<file path="src/rtl/if_stage.sv">
// ---------------------------------------------------------------------------
// if_stage : instruction fetch stage of the single-issue MIPS core.
//
// Owns the PC, fetches one 32-bit word at a time from instruction memory over
// a req/ack handshake, and holds the fetched word (plus its address and the
// pre-split decode fields) until the decode stage consumes it.
//
// Ports:
//   clk, rst_n                  clock (rising edge), async active-low reset
//   imem_req / imem_addr        registered fetch request, byte address (= pc)
//   imem_ack / imem_rdata       memory response for the outstanding request
//   stall                       decode not ready, hold the current instruction
//   redirect / redirect_pc      branch/jump taken, load new PC (word aligned)
//   instr_valid, instr, pc_out  held instruction and its address
//   OpCode, rs, rt, rd,
//   shamt, Func                 pure slices of instr
//
// state    | meaning
// ---------+-----------------------------------------------------------------
// REQ      | fetching at pc; request raised from the cycle after entry
// VALID    | instruction held for decode, no request outstanding
// DISCARD  | redirect arrived mid-fetch; wait for the stale ack, then jump
// ---------------------------------------------------------------------------
module if_stage #(
   parameter logic [31:0] RESET_PC = 32'h0000_0000
) (
   input  logic        clk,
   input  logic        rst_n,
   output logic        imem_req,
   output logic [31:0] imem_addr,
   input  logic        imem_ack,
   input  logic [31:0] imem_rdata,
   input  logic        stall,
   input  logic        redirect,
   input  logic [31:0] redirect_pc,
   output logic        instr_valid,
   output logic [31:0] instr,
   output logic [31:0] pc_out,
   output logic [5:0]  OpCode,
   output logic [4:0]  rs,
   output logic [4:0]  rt,
   output logic [4:0]  rd,
   output logic [4:0]  shamt,
   output logic [5:0]  Func
);

   typedef enum logic [1:0] {
      ST_REQ     = 2'd0,
      ST_VALID   = 2'd1,
      ST_DISCARD = 2'd2
   } state_t;

   localparam logic [31:0] PC_ALIGN_MASK = 32'hFFFF_FFFC;
   localparam logic [31:0] RESET_PC_AL   = RESET_PC & PC_ALIGN_MASK;

   state_t      state_q, state_d;
   logic [31:0] pc_q, pc_d;
   logic [31:0] pend_pc_q, pend_pc_d;
   logic [31:0] instr_q, instr_d;
   logic [31:0] pc_out_q, pc_out_d;
   logic        imem_req_q, imem_req_d;

   logic [31:0] redirect_tgt;
   logic        ack_v;

   assign redirect_tgt = redirect_pc & PC_ALIGN_MASK;
   // An ack only means something while our request is actually on the bus.
   assign ack_v        = imem_ack & imem_req_q;

   // State and datapath registers
   always_ff @(posedge clk or negedge rst_n) begin
      if (!rst_n) begin
         state_q    <= ST_REQ;
         pc_q       <= RESET_PC_AL;
         pend_pc_q  <= RESET_PC_AL;
         instr_q    <= 32'h0;
         pc_out_q   <= 32'h0;
         imem_req_q <= 1'b0;
      end else begin
         state_q    <= state_d;
         pc_q       <= pc_d;
         pend_pc_q  <= pend_pc_d;
         instr_q    <= instr_d;
         pc_out_q   <= pc_out_d;
         imem_req_q <= imem_req_d;
      end
   end

   // Next-state logic
   always_comb begin
      state_d = state_q;
      case (state_q)
         ST_REQ: begin
            if (redirect) begin
               // Only a request still waiting for its ack needs discarding.
               if (imem_req_q && !imem_ack) state_d = ST_DISCARD;
               else                         state_d = ST_REQ;
            end else if (ack_v) begin
               state_d = ST_VALID;
            end
         end
         ST_VALID: begin
            if (redirect || !stall) state_d = ST_REQ;
         end
         ST_DISCARD: begin
            if (ack_v) state_d = ST_REQ;
         end
         default: state_d = ST_REQ;
      endcase
   end

   // Datapath / registered-output next values
   always_comb begin
      pc_d       = pc_q;
      pend_pc_d  = pend_pc_q;
      instr_d    = instr_q;
      pc_out_d   = pc_out_q;
      // Request is asserted in every cycle spent outside VALID, except the
      // first cycle after reset (register resets low).
      imem_req_d = (state_d != ST_VALID);
      case (state_q)
         ST_REQ: begin
            if (redirect) begin
               if (imem_req_q && !imem_ack) pend_pc_d = redirect_tgt;
               else                         pc_d      = redirect_tgt;
            end else if (ack_v) begin
               instr_d  = imem_rdata;
               pc_out_d = pc_q;
               pc_d     = pc_q + 32'd4;
            end
         end
         ST_VALID: begin
            if (redirect) pc_d = redirect_tgt;
         end
         ST_DISCARD: begin
            if (redirect) pend_pc_d = redirect_tgt;
            // A redirect coinciding with the stale ack is the newest target.
            if (ack_v) pc_d = redirect ? redirect_tgt : pend_pc_q;
         end
         default: ;
      endcase
   end

   // Outputs
   always_comb begin
      imem_req    = imem_req_q;
      imem_addr   = pc_q;
      instr_valid = (state_q == ST_VALID);
      instr       = instr_q;
      pc_out      = pc_out_q;
      OpCode      = instr_q[31:26];
      rs          = instr_q[25:21];
      rt          = instr_q[20:16];
      rd          = instr_q[15:11];
      shamt       = instr_q[10:6];
      Func        = instr_q[5:0];
   end

endmodule

</file>
<file path="config.mk">
export PLATFORM = sky130hd
export DESIGN_NAME = if_stage
export DESIGN_NICKNAME = d
export VERILOG_FILES = /design/src/rtl/if_stage.sv
export SDC_FILE = /design/constraint.sdc
export NUM_CORES = 1
export LEC_CHECK = 0
export ABC_AREA = 1
export CORE_MARGIN = 2
export CORE_UTILIZATION = 45
export CTS_BUF_LIST = sky130_fd_sc_hd__clkbuf_8
export DETAILED_ROUTE_END_ITERATION = 10
export PLACE_DENSITY_LB_ADDON = 0.25
export SYNTH_ARGS = -nofsm -noshare
export SYNTH_HDL_FRONTEND = slang
export SYNTH_SLANG_ARGS = --single-unit
</file>
<file path="constraint.sdc">
create_clock -name clk -period 1.8 [get_ports clk]
set_input_delay 0.54 -clock clk [delete_from_list [all_inputs] [get_ports clk]]
set_output_delay 0.54 -clock clk [all_outputs]
set_load 0.05 [all_outputs]
</file>
==> Word-level counts from Yosys, hierarchy flattened <==
Cells that the tools add are included.
{ "op_classes": {"n_bitwise": 2, "addsub": 1, "muxes": 16, "n_eq_ne": 9, "reduce_logical": 10} }
{ "op_table": {"columns": ["cell", "n"], "rows": [
  ["$mux W32", 8],
  ["$pmux W32 S3", 1],
  ["$pmux W32 S2", 1],
  ["$add A32 B3 Y32 const B", 1],
  ["$mux W2", 5],
  ["$ne A2 B2 Y1 const B", 4],
  ["$ne A3 B3 Y1 const B", 2],
  ["$pmux W2 S3", 1],
  ["$reduce_and A3 Y1", 2],
  ["$reduce_and A5 Y1", 1],
  ["$reduce_bool A3 Y1", 1],
  ["$eq A2 B1 Y1 const B", 1],
  ["$eq A2 B2 Y1 const B", 1],
  ["$logic_not A1 Y1", 2],
  ["$logic_not A2 Y1", 1],
  ["$ne A2 B1 Y1 const B", 1],
  ["$reduce_bool A2 Y1", 1],
  ["$and A1 B1 Y1", 1],
  ["$logic_and A1 B1 Y1", 1],
  ["$logic_or A1 B1 Y1", 1],
  ["$not A1 Y1", 1]
]} }
{ "totals": {"out_inout_bits": 130, "wordCells": 44, "ff_bits": 131} }

==> Logic depth before layout (Yosys ltp) <==
Gate-level depths: netlist of run 1.
{ "depth": {"word_depth": 6, "ltp_mapped": 12, "mapped_depth_nobuf": 12} }

==> Worst setup path before layout of run 1 <==
OpenSTA, ideal clock, no wires.
{ "synth_timing": {"path_type": "reg2reg", "startpoint": "register state_q[1]", "endpoint": "register pc_q[23], in the netlist imem_addr[23]", "period_less_slack_ns": 1.971, "path_slack_ns": -0.171, "required_ns": 1.682, "arrival_ns": 1.853, "path_stages_with_launch": 12, "path_buffers": 2, "cell_sequence": "dfrtp_1 inv_1 ha_1 buf_2 nand2_2 nand3_4 nor2_8 inv_2 buf_2 nor2_1 nand2_1 nand2_1"} }
{ "synth_via": {"elab_chain_len": 3} }
{ "synth_rtl": {"columns": ["item", "line", "source"], "rows": [
  ["start, declared", "56", "state_t state_q, state_d;"],
  ["start signal, assigned", "80", "state_q <= state_d;"],
  ["$eq A2 B1 Y1 *", null, null],
  ["net instr_valid", "36", "output logic instr_valid,"],
  ["$ne A2 B2 Y1 (no source line) or $reduce_bool A3 Y1 (tied branches)", null, null],
  ["$reduce_and A5 Y1 (no source line)", null, null],
  ["end signal, assigned", "81", "pc_q <= pc_d;"],
  ["end, declared", "57", "logic [31:0] pc_q, pc_d;"]
]} }
Mark *: on every way through the listed nets, which the timed path passes. The rest lies on a longest branch.
A chain may end at the register's enable or synchronous reset.

==> Final worst setup path of run 1 <==
{ "layout_timing": {"startpoint": "register state_q[0]", "endpoint": "output instr_valid"} }
{ "layout_via": {"elab_chain_len": 1} }
{ "layout_rtl": {"columns": ["item", "line", "source"], "rows": [
  ["$eq A2 B1 Y1", "148", "instr_valid = (state_q == ST_VALID);"],
  ["end, declared", "36", null]
]} }
Every way passes these cells.

==> results of run 1 <==
[area by class of cell]
class                      instances  share of cell area [%]
timing repair buffer             267                   34.90
sequential                       131                   29.05
multi-input combinational        589                   28.33
inverter                          70                   2.522
clock buffer                      20                   2.434
tap                              188                   2.080
clock inverter                    12                  0.6749
[critical path: cells and delay by family (launching register included)]
family | cells | cell delay, ns
adders and majority gates | 1 | 0.17
DFF | 1 | 0.41
buffers and inverters | 2 | 0.28
[sequential cells by signal (all words and copies together) (netlist names)]
name       cells
imem_addr     32
state_q        2
pend_pc_q     32
instr         32
pc_out        32
imem_req       1
[worst paths after layout]
check | start | endpoint | slack (ns) | depth (start not counted)
setup reg to reg | state_q[0] | imem_addr[17] | -0.02 | 11
hold reg to reg | pend_pc_q[29] | pend_pc_q[29] | 0.49 | 2
setup / recovery | state_q[0] | instr_valid | -0.03 | 3
max in group asynchronous | rst_n | pend_pc_q[23] | 1.23 | 2
min in group clk | pend_pc_q[29] | pend_pc_q[29] | 0.49 | 2
hold / removal | rst_n | imem_req | 0.05 | 1
[cell usage in the layout (no fill, tap or decap), types with 3 or more instances in the layout]
cell type        netlist  final
nor3_1                 3      3
nand2_4                0      4
a21oi_1               43     40
nand3_1               36     35
a31oi_1                7      3
clkinv_2               0      4
a21oi_2                0      3
xor2_1                 6      6
nor2_4                 3      8
mux2_2                34     34
nand2_2                4      8
dfrtp_2                0      6
nor2_2                 4      6
nor2_1                52     45
clkdlybuf4s50_1        0     65
a22oi_2                0      3
o21ai_0               63     56
clkbuf_16              0      4
buf_6                  3     15
inv_4                  1      4
a31oi_2                0      3
ha_4                   0      3
inv_2                  3      4
a22oi_1                7      4
buf_12                 0    131
o22ai_1                3      3
a221oi_2               0      8
o21ai_1                3      8
clkbuf_8               0     20
buf_4                 34     50
nand2_1              298    290
dfrtp_1              131    125
inv_1                 66     67
[metal layers]
metal	vias to the layer above	part of all wire [%]
met5	-	0
met4	0	1.8
met3	34	7.5
met2	359	50
met1	3228	41
li1	3181	-
[metrics by stage]
| stage | setup WS (ns) | cells | hold WS, ns | util (%) |
|---|---|---|---|---|
| final | -0.02565 | 1277 | 0.04579 | 74.95 |
| after global routing | -0.08287 | 1277 | 0.06202 | 74.95 |
| after CTS | -0.02546 | 1263 | 0.04613 | 71.48 |
| after detailed placement | -0.4562 | 1229 | 0.4668 | 68.94 |
| after global placement | -0.3833 | 1229 | 0.4635 | 68.94 |
| after floorplan | 0.008327 | 857 | 0.2444 | - |
[cell families (layout without fill, tap and decap cells)]
kind of cell / after synthesis / after routing / synth area share, %
and+or+nand+nor: 405 / 405 / 23.92
AOI/OAI and AO/OA: 138 / 138 / 11.11
buffers and inverters: 137 / 369 / 10.04
DFF: 131 / 131 / 47.55
muxes: 35 / 35 / 5.717
xor gates and xnor gates: 6 / 6 / 0.7622
adders and majority gates: 5 / 5 / 0.9074
[timing repair]
action                     in CTS  in global routing
setup endpoints to repair      30                117
gates resized for setup         8                 89
pin swaps                       1                 14
setup buffers                   2                  7
cloned                          0                  7
==> flow_summary.yaml, run 1 <==
timing:
  skew_ns: 0.01262
  tightest_slew_ns: 0.5097
  fmax_mhz: 547.8
  setup_slack_ns: -0.02565
  tns_ns: -0.05739
  setup_violations: 4
  fin_crit_sh_pct: 101.4
  maxSlewHeadroom_pct: 66.02
  hold_viol: 0
  period_needed_ns: 1.826
  rsz0062_at_grt: "true"
  finalMaxSlewViolations: 0
place:
  hpwlAfterDp_microns: 15880
  io_buffers: 196
  place_area_sq_mm: 0.01040
  place_congestion: 0.9247
run:
  drv_cap: 0
synthesis:
  synth-seq-cells: 131
  ys_seq_area_share_pct: 47.55
  synth.area.top_cells: "dfrtp_1, nand2_1, mux2_2, o21ai_0, buf_4"
  ys_warn_count: 0
  synth_top_area_share_pct: 47.55
  synth_commonest_cells: "nand2_1, dfrtp_1, inv_1"
  syn_nets: 931
  ys_types: 33
  synth_most_common_cell: "nand2_1"
  syn-instance-count: 857
  netlist_area_sq_mm: 0.006894
  synth-edff-count: 0
  yosys.area.top_type: "dfrtp_1"
  avgSynthCellArea_sq_um: 8.044
  synth_ff_type: "dfrtp_1"
  postSynth.asyncResetShare_pct: 100.0
status:
  status: "finished with violations"
  violations: "negative setup slack"
detailed_routing:
  antenna_left: 0
  first_pass_iters: 6
  wirelength_microns: 22250
  routedWlPerCell_microns: 17.43
  num_vias: 6802
  post-route-drc-count: 0
  drt_iter0_markers: 485
  viasPerCell: 5.327
grt:
  use_met1_pct: 34.87
  grt_max_degree: 51
  grt_usage_pct: 25.90
  grt_use_met3_pct: 5.384
  grt_pass1_vias: 6116
  busiest_layer: "met2"
  grt_pass1_wl_microns: 32950
  grt_overflow: 0
  grtUsageMet2_pct: 42.40
  antenna_found_initial: 0
floorplanning:
  die_area_sq_mm: 0.01633
  die_h_microns: 127.8
  start_util_pct: 45.69
  pin_count: 199
  core_sq_mm: 0.01509
  die_x_microns: 127.8
  row_count: 45
layout:
  antenna_cells: 0
  syn_to_final_growth_pct: 64.05
  drive_gt1_share_pct: 30.49
  nNetsFinal: 1150
  stdcell_area_sq_mm: 0.01131
  nFillCells: 1033
  multi_input_area_sq_mm: 0.003204
  regArea_sq_mm: 0.003286
worst_setup_path:
  slowest_stage: "dfrtp_1"
  critPathArrivalTime_ns: 1.29
  endpoint_kind: "output pin"
  critPathLaunchType: "register"
  cp_max_fo: 2
  critical_path_class: "register to output pin"
  crit_path_max_incr_delay_ns: 0.41
  cp_data_required_time_ns: 1.26
  crit_chain: "buf_6 > ha_4 > buf_12"
clock_network:
  clock-root-buffer: "clkbuf_8"
  cts_hold_buf: 0
  clock_sinks: 131
  cts_buffers: 17
  htree_levels: 4
  insertion_delay_ns: 0.44
  clkTransAtPathRegs_ns: 0.07
  cts_tree: "built"
  cts.path.max_buffers: 2
min_path:
  holdCritPathClass: "input pin to async pin"
Power of run 1 is left out: the tool's default activity adds up to more than one toggle a clock period on the data nets, which glitch-free logic cannot reach.
==> run 2, diff against run 1 <==
--- a/config.mk
+++ b/config.mk
@@ -11,6 +11,7 @@
 export CTS_BUF_LIST = sky130_fd_sc_hd__clkbuf_8
 export DETAILED_ROUTE_END_ITERATION = 10
 export PLACE_DENSITY_LB_ADDON = 0.25
+export SKIP_CTS_REPAIR_TIMING = 1
 export SYNTH_ARGS = -nofsm -noshare
 export SYNTH_HDL_FRONTEND = slang
 export SYNTH_SLANG_ARGS = --single-unit
==> run 2 against run 1 <==
Compared with the run above: highest routed layer unchanged; setup slack worse by 0.038 ns; largest cell class unchanged; critical path depth is 1 higher; global-route usage is 0.16 points lower; via count is 0.24% higher; worst hold slack worse by 0.0018 ns; the flow still finishes with violations (negative setup slack); critical path type unchanged; die area stayed put; clock-buffer cell count stayed put.
==> flow_summary.yaml, run 2 (same netlist as run 1, synthesis figures left out) <==
timing:
  period_needed_ns: 1.864
  maxSlewHeadroom_pct: 66.20
  hold_viol: 0
  finalMaxSlewViolations: 0
  skew_ns: 0.009875
  rsz0062_at_grt: "true"
  setup_violations: 4
  tightest_slew_ns: 0.5069
  setup_slack_ns: -0.06395
  fin_crit_sh_pct: 103.6
  fmax_mhz: 536.5
worst_setup_path:
  slowest_stage: "dfrtp_1"
  reg2reg_from: "state_q[1]"
  endpoint_kind: "output pin"
  cp_max_fo: 3
  reg2reg_to: "imem_addr[15]"
  crit_chain: "inv_2 > buf_6 > ha_4 > buf_12"
  crit_buf_inv: 3
  cp_data_required_time_ns: 1.26
  crit_path_max_incr_delay_ns: 0.41
  worstRegToRegCells: 11
  reg2reg_setup_slack_ns: -0.06
  critPathArrivalTime_ns: 1.32
  critPathLaunchType: "register"
  cp_top_family: "flip-flops"
  critical_path_class: "register to output pin"
layout:
  syn_to_final_growth_pct: 63.30
  stdcell_area_sq_mm: 0.01126
  final_cell_mix: "nand2_1, buf_12, dfrtp_1"
  fin_cells: 1275
  antenna_cells: 0
  drive_gt1_share_pct: 29.62
  final_common_cell: "nand2_1"
  nNetsFinal: 1148
  post-route-util_pct: 74.61
grt:
  grt_use_met3_pct: 5.342
  antenna_found_initial: 0
  grt_pass1_vias: 6081
  grt_pass1_wl_microns: 32740
  grt_overflow: 0
  grt_usage_pct: 25.74
  grt_max_degree: 51
  use_met1_pct: 34.76
  grtUsageMet2_pct: 41.99
  busiest_layer: "met2"
clock_network:
  cts.path.max_buffers: 2
  cts_buffers: 17
  clock_sinks: 131
  cts_tree: "built"
  clock-root-buffer: "clkbuf_8"
  clkTransAtPathRegs_ns: 0.07
  insertion_delay_ns: 0.44
  htree_levels: 4
floorplanning:
  pin_count: 199
  row_count: 45
  die_x_microns: 127.8
  core_sq_mm: 0.01509
  die_area_sq_mm: 0.01633
  die_h_microns: 127.8
  start_util_pct: 45.69
run:
  drv_cap: 0
min_path:
  holdCritPathClass: "input pin to async pin"
place:
  io_buffers: 196
  place_congestion: 0.9247
  placed_cells: 1229
  hpwlAfterDp_microns: 15880
  place_area_sq_mm: 0.01040
  dp_slack_ns: -0.4562
detailed_routing:
  drt_iter0_markers: 484
  post-route-drc-count: 0
  num_vias: 6818
  wirelength_microns: 22120
  first_pass_iters: 6
  routedWlPerCell_microns: 17.35
  viasPerCell: 5.347
  antenna_left: 0
status:
  status: "finished with violations"
  violations: "negative setup slack"
run 2: how the worst max path moves through the flow:
stage	startpoint	endpoint	slack [ns]	cells past startpoint
after floorplan	state_q[0]	imem_addr[7]	0.008	10
after global placement	redirect	pend_pc_q[2]	-0.38	8
after detailed placement	redirect	pend_pc_q[2]	-0.46	8
after CTS	state_q[1]	instr_valid	-0.20	4
after global routing	state_q[1]	imem_addr[15]	-0.14	11
final	state_q[1]	instr_valid	-0.06	4
run 2: per-stage QoR:
step                hold WS [ns]  TNS (ns)
global placement          0.4635    -34.38
finish                   0.04399   -0.1408
global route             0.05534    -1.379
detailed placement        0.4668    -39.61
floorplan                 0.2444         0
CTS                      0.04613    -3.450
run 2: cell type report:
cell class              count  area, sq um
repair buffers            265         3931
clock inverters            12        76.32
clock buffers              20        275.3
well taps                 188        235.2
fillers                  1036         3831
flip-flops and latches    131         3287
inverters                  70        282.8
multi-input cells         589         3171
run 2: layer usage:
metal	routed length (microns)	up-vias
met4	314	0
met2	11050	384
met5	0	-
li1	-	3175
met3	1759	30
met1	8997	3229
Power of run 2 is left out for the same reason.
